<file path="src/rtl/prog_pkg.sv">
// rtl/prog_pkg.sv - shared state type and default sizing for the program sequencer
package prog_pkg;

   typedef enum logic [1:0] {
      IDLE = 2'd0,
      RUN  = 2'd1,
      DONE = 2'd2
   } seq_state_t;

   localparam int PROG_D          = 12;
   localparam int PROG_LUT_W      = 5;
   localparam int PROG_START_ADDR = 0;
   localparam int PROG_CNT_W      = 16;

endpackage

</file>
<file path="src/rtl/branch_lut.sv">
// rtl/branch_lut.sv - branch target table: one synchronous write port, one combinational read port
module branch_lut #(
   parameter int D     = 12,
   parameter int LUT_W = 5
) (
   input  logic             clk,
   input  logic             reset_n,
   input  logic             we_i,
   input  logic [LUT_W-1:0] waddr_i,
   input  logic [D-1:0]     wdata_i,
   input  logic [LUT_W-1:0] raddr_i,
   output logic [D-1:0]     rdata_o
);

   logic [D-1:0] mem_q [2**LUT_W];

   always_ff @(posedge clk or negedge reset_n) begin
      if (!reset_n) begin
         for (int i = 0; i < 2**LUT_W; i++) begin
            mem_q[i] <= '0;
         end
      end else if (we_i) begin
         mem_q[waddr_i] <= wdata_i;
      end
   end

   // Reads the stored value, so a same-cycle write to this index is not yet visible.
   assign rdata_o = mem_q[raddr_i];

endmodule

</file>
<file path="src/rtl/prog_ctr_seq.sv">
// rtl/prog_ctr_seq.sv - program counter sequencer with start/done handshake and LUT branch redirect
module prog_ctr_seq
   import prog_pkg::*;
#(
   parameter int D          = PROG_D,
   parameter int LUT_W      = PROG_LUT_W,
   parameter int START_ADDR = PROG_START_ADDR,
   parameter int CNT_W      = PROG_CNT_W
) (
   input  logic             clk,
   input  logic             reset_n,
   input  logic             start,
   input  logic             stall,
   input  logic             halt_i,
   input  logic             taken_i,
   input  logic [LUT_W-1:0] target_idx,
   input  logic             lut_we,
   input  logic [LUT_W-1:0] lut_waddr,
   input  logic [D-1:0]     lut_wdata,
   output logic [D-1:0]     prog_ctr,
   output logic             busy,
   output logic             done,
   output logic             overrun,
   output logic [CNT_W-1:0] cycle_count
);

   localparam logic [D-1:0] START_PC = D'(START_ADDR);
   localparam logic [D-1:0] PC_MAX   = '1;

   seq_state_t       state_q, state_d;
   logic [D-1:0]     pc_q, pc_d;
   logic [CNT_W-1:0] cnt_q, cnt_d;
   logic             ovr_q, ovr_d;
   logic [D-1:0]     lut_rdata;

   branch_lut #(
      .D     (D),
      .LUT_W (LUT_W)
   ) u_lut (
      .clk     (clk),
      .reset_n (reset_n),
      .we_i    (lut_we),
      .waddr_i (lut_waddr),
      .wdata_i (lut_wdata),
      .raddr_i (target_idx),
      .rdata_o (lut_rdata)
   );

   always_ff @(posedge clk or negedge reset_n) begin
      if (!reset_n) begin
         state_q <= IDLE;
         pc_q    <= START_PC;
         cnt_q   <= '0;
         ovr_q   <= 1'b0;
      end else begin
         state_q <= state_d;
         pc_q    <= pc_d;
         cnt_q   <= cnt_d;
         ovr_q   <= ovr_d;
      end
   end

   always_comb begin
      state_d = state_q;
      pc_d    = pc_q;
      cnt_d   = cnt_q;
      ovr_d   = ovr_q;
      case (state_q)
         IDLE: begin
            pc_d = START_PC;
            if (start) begin
               state_d = RUN;
               cnt_d   = '0;
               ovr_d   = 1'b0;
            end
         end
         RUN: begin
            // Counter saturates rather than wrapping so long runs still read as "long".
            if (!(&cnt_q)) begin
               cnt_d = cnt_q + CNT_W'(1);
            end
            if (stall) begin
               pc_d = pc_q;
            end else if (halt_i) begin
               state_d = DONE;
            end else if (taken_i) begin
               pc_d = lut_rdata;
            end else if (pc_q == PC_MAX) begin
               state_d = DONE;
               ovr_d   = 1'b1;
            end else begin
               pc_d = pc_q + D'(1);
            end
         end
         DONE: begin
            if (start) begin
               state_d = RUN;
               pc_d    = START_PC;
               cnt_d   = '0;
               ovr_d   = 1'b0;
            end
         end
         default: begin
            state_d = IDLE;
            pc_d    = START_PC;
         end
      endcase
   end

   assign prog_ctr    = pc_q;
   assign busy        = (state_q == RUN);
   assign done        = (state_q == DONE);
   assign overrun     = ovr_q;
   assign cycle_count = cnt_q;

endmodule

</file>
<file path="config.mk">
export PLATFORM = sky130hd
export DESIGN_NAME = prog_ctr_seq
export DESIGN_NICKNAME = d
export VERILOG_FILES = /design/src/rtl/prog_pkg.sv /design/src/rtl/branch_lut.sv /design/src/rtl/prog_ctr_seq.sv
export SDC_FILE = /design/constraint.sdc
export NUM_CORES = 1
export LEC_CHECK = 0
export CAP_MARGIN = 20
export CELL_PAD_IN_SITES_DETAIL_PLACEMENT = 2
export CELL_PAD_IN_SITES_GLOBAL_PLACEMENT = 2
export CORE_UTILIZATION = 46
export DETAILED_ROUTE_END_ITERATION = 8
export PLACE_DENSITY_LB_ADDON = 0.1
export SLEW_MARGIN = 20
export SYNTH_ARGS = -nofsm -noshare
export SYNTH_HDL_FRONTEND = slang
export SYNTH_SLANG_ARGS = --single-unit
</file>
<file path="constraint.sdc">
create_clock -name clk -period 2.7 [get_ports clk]
set_input_delay 0.405 -clock clk [delete_from_list [all_inputs] [get_ports clk]]
set_output_delay 0.405 -clock clk [all_outputs]
set_load 0.02 [all_outputs]
</file>
==> impl_metrics.yaml <==
sta:
  worst_pin_slew_ns: 0.690
  hold_viol_final: 0
  timing.final.crit_share: 0.930
  setup_violations: 0
  holdWs_ns: 0.372
  relSlewSlack: 0.536
  period_minus_slack_ns: 2.51
  fmax_ghz: 0.398
  skew_ns: 0.0145
  rsz0062_at_grt: "no"
  slew_violations: 0
  fin_ws_ns: 0.190
power:
  power_density_nw_per_um2: 792
  vdd.ir_drop.worst_v: 0.000568
  leakage_nw: 10.1
  totalPowerFinal_w: 0.0180
floorplanning:
  core_um2: 41200
  start_util: 0.471
  rows: 74
  io_pins: 60
  die_y_um: 207
  die_area_um2: 43000
  die_width_um: 207
clocking:
  clk_latency_ns: 0.58
  clock_sinks: 415
  cts-resized-gates: 0
  post_cts_buffers: 0
  clk_path_buf_depth: 3
  cts_hold_buffers: 1
  cts_buffers: 46
  cts_tree: "built"
  htree_num_levels: 2
  cts_root_buffer: "clkbuf_16"
  clkTransAtPathRegs_ns: 0.06
routing:
  ant_nets: 0
  post_drt_wl_per_cell_um: 31.4
  via_per_inst: 6.22
  vias: 12300
  post-route-drc-count: 0
  drt_iter0_markers: 720
  routed_wl_um: 62300
  drt_first_pass_iters: 7
critical_path:
  worstPathMaxFanout: 9
  crit_family: "buffers and inverters"
  reg2reg_setup_slack_ns: 0.31
  critPathLaunchType: "flop"
  crit_path_top_delay_cell: "clkdlybuf4s50_1"
  cp-end-kind: "output port"
  crit_chain: "buf_4 -> nor2b_1 -> clkdlybuf4s50_1"
  cp_num_buf_inv: 2
  cp.arrival_ns: 2.10
  slowest_delay_ns: 0.65
  cp.depth: 3
  path_class: "flop to output port"
  required_ns: 2.30
  r2r_cells: 6
min_path:
  hold_class: "input port to asynchronous set/reset pin"
place:
  port_buffers: 59
  place.gp.congestion: 0.807
  hpwlAfterDp_um: 39700
  dp.cells: 1899
  place_ws_ns: -0.00466
  placed_cell_area_um2: 21200
global_route:
  grt_pass1_vias: 14000
  antenna_found_initial: 3
  grt.overflow.total: 0
  grt_max_degree: 77
  grtUsageTotal: 0.298
  grt_pass1_wl_um: 94400
logic_synthesis:
  ys_top_cells_by_count: "dfrtp_1, mux2_2, mux4_2"
  synth_cell_types: 66
  async_reset_ff_frac: 1.00
  syn_avg_cell_area_um2: 14.9
  synthTopCellsByArea: "dfrtp_1, mux2_2, mux4_2, clkbuf_1, mux4_1"
  yosysWarningCount: 0
  syn_nets: 1337
  synth_flop_cell: "dfrtp_1"
  ys_seq_area_frac: 0.535
  netlist_area_um2: 19400
  synth-edff-count: 0
  synth_top_area_frac: 0.535
  netlist_instances: 1306
  yosysMostFrequentCell: "dfrtp_1"
  synth_seq_cells: 415
  yosysTopAreaCell: "dfrtp_1"
layout:
  seq_area_um2: 10400
  antenna_cells: 0
  nets: 1447
  multi_input_area_um2: 8500
  instances_no_fill: 1983
  final_area_um2: 22800
  final_layout_size_suffix_gt1_frac: 0.463
  nFillCells: 3604
  syn_to_final_growth_pct: 17.4
outcome:
  status: "completed"
flow_run:
  cap_violations: 0
-- layout by cell type (no fill, tap or decap), types with 4 or more instances in the layout --
master	instances
dfrtp_1	415
mux2_2	386
buf_4	95
mux4_2	90
clkdlybuf4s50_1	55
clkbuf_16	49
nor2_1	44
nand2_1	40
nand3_1	17
buf_12	17
nor3_1	15
mux2i_1	15
o21ai_0	12
mux4_1	12
clkbuf_1	12
a211oi_1	11
clkbuf_8	11
a31oi_1	9
nand3b_1	8
xnor2_1	8
nor2b_1	7
and3_1	6
nand4_1	6
clkinv_2	6
a21o_1	5
nor4_1	5
a22oi_1	5
o22ai_1	5
a2111oi_0	5
a22o_1	5
nor3b_1	4
and2_1	4
a21oi_1	4
-- report_power, final --
part           leakage, nW  switching, W  internal (W)  total [W]
logic                 3.99       0.00155       0.00180    0.00335
clock network        0.769       0.00263       0.00390    0.00653
registers             5.33      0.000760       0.00740    0.00816
total                 10.1       0.00494        0.0131     0.0180
-- registers in the layout, indices dropped and copies added (netlist names) --
| register | flops |
|---|---|
| state_q | 2 |
| cycle_count | 16 |
| u_lut.mem_q | 384 |
| overrun | 1 |
| prog_ctr | 12 |
-- metrics by stage --
step | TNS, ns | utilization
finish | 0 | 0.553
global route | 0 | 0.553
detailed placement | -0.00466 | 0.515
global placement | 0 | 0.515
floorplan | 0 | -
CTS | 0 | 0.553
-- final timing paths --
kind / start / endpoint
worst max-delay path: state_q[0]$_DFFE_PN0P_ / done
worst min-delay path: reset_n / u_lut.mem_q[252]$_DFFE_PN0P_
worst max register to register: u_lut.mem_q[341]$_DFFE_PN0P_ / prog_ctr[5]$_DFFE_PN0P_
worst min register to register: u_lut.mem_q[26]$_DFFE_PN0P_ / u_lut.mem_q[26]$_DFFE_PN0P_
max in group asynchronous: reset_n / overrun$_DFFE_PN0P_
min in group clk: target_idx[0] / prog_ctr[11]$_DFFE_PN0P_
-- layout make-up --
type / count / share of cell area
Clock buffer: 72 / 0.0625
Clock inverter: 11 / 0.00610
Inverter: 5 / 0.000824
Multi-Input combinational cell: 777 / 0.373
Sequential cell: 415 / 0.456
Tap cell: 532 / 0.0292
Timing Repair Buffer: 171 / 0.0722
-- worst register-to-register path, stage by stage (launching register included) --
cell       delay [ns]
dfrtp_1          0.41
mux4_2           0.54
and2_1           0.19
a211oi_1         0.41
a2111oi_0        0.17
buf_4            0.17
or4_1            0.38
-- kinds of logic after synthesis --
| logic type | Yosys count | share of synthesized area |
|---|---|---|
| xor+xnor | 8 | 0.00361 |
| simple gates | 172 | 0.0455 |
| compound gates | 92 | 0.0353 |
| fa+ha+maj | 2 | 0.00129 |
| buf+inv | 114 | 0.0266 |
| flops | 415 | 0.535 |
| mux | 503 | 0.352 |
-- layer usage --
layer | GRT usage | wire length, um | vias up
met2 | 0.488 | 30600 | 283
met5 | 0 | 27 | -
met1 | 0.394 | 26700 | 6786
met4 | 0.117 | 2190 | 4
met3 | 0.0561 | 2780 | 123
li1 | - | - | 5132
(Power assumes the default switching activity.)
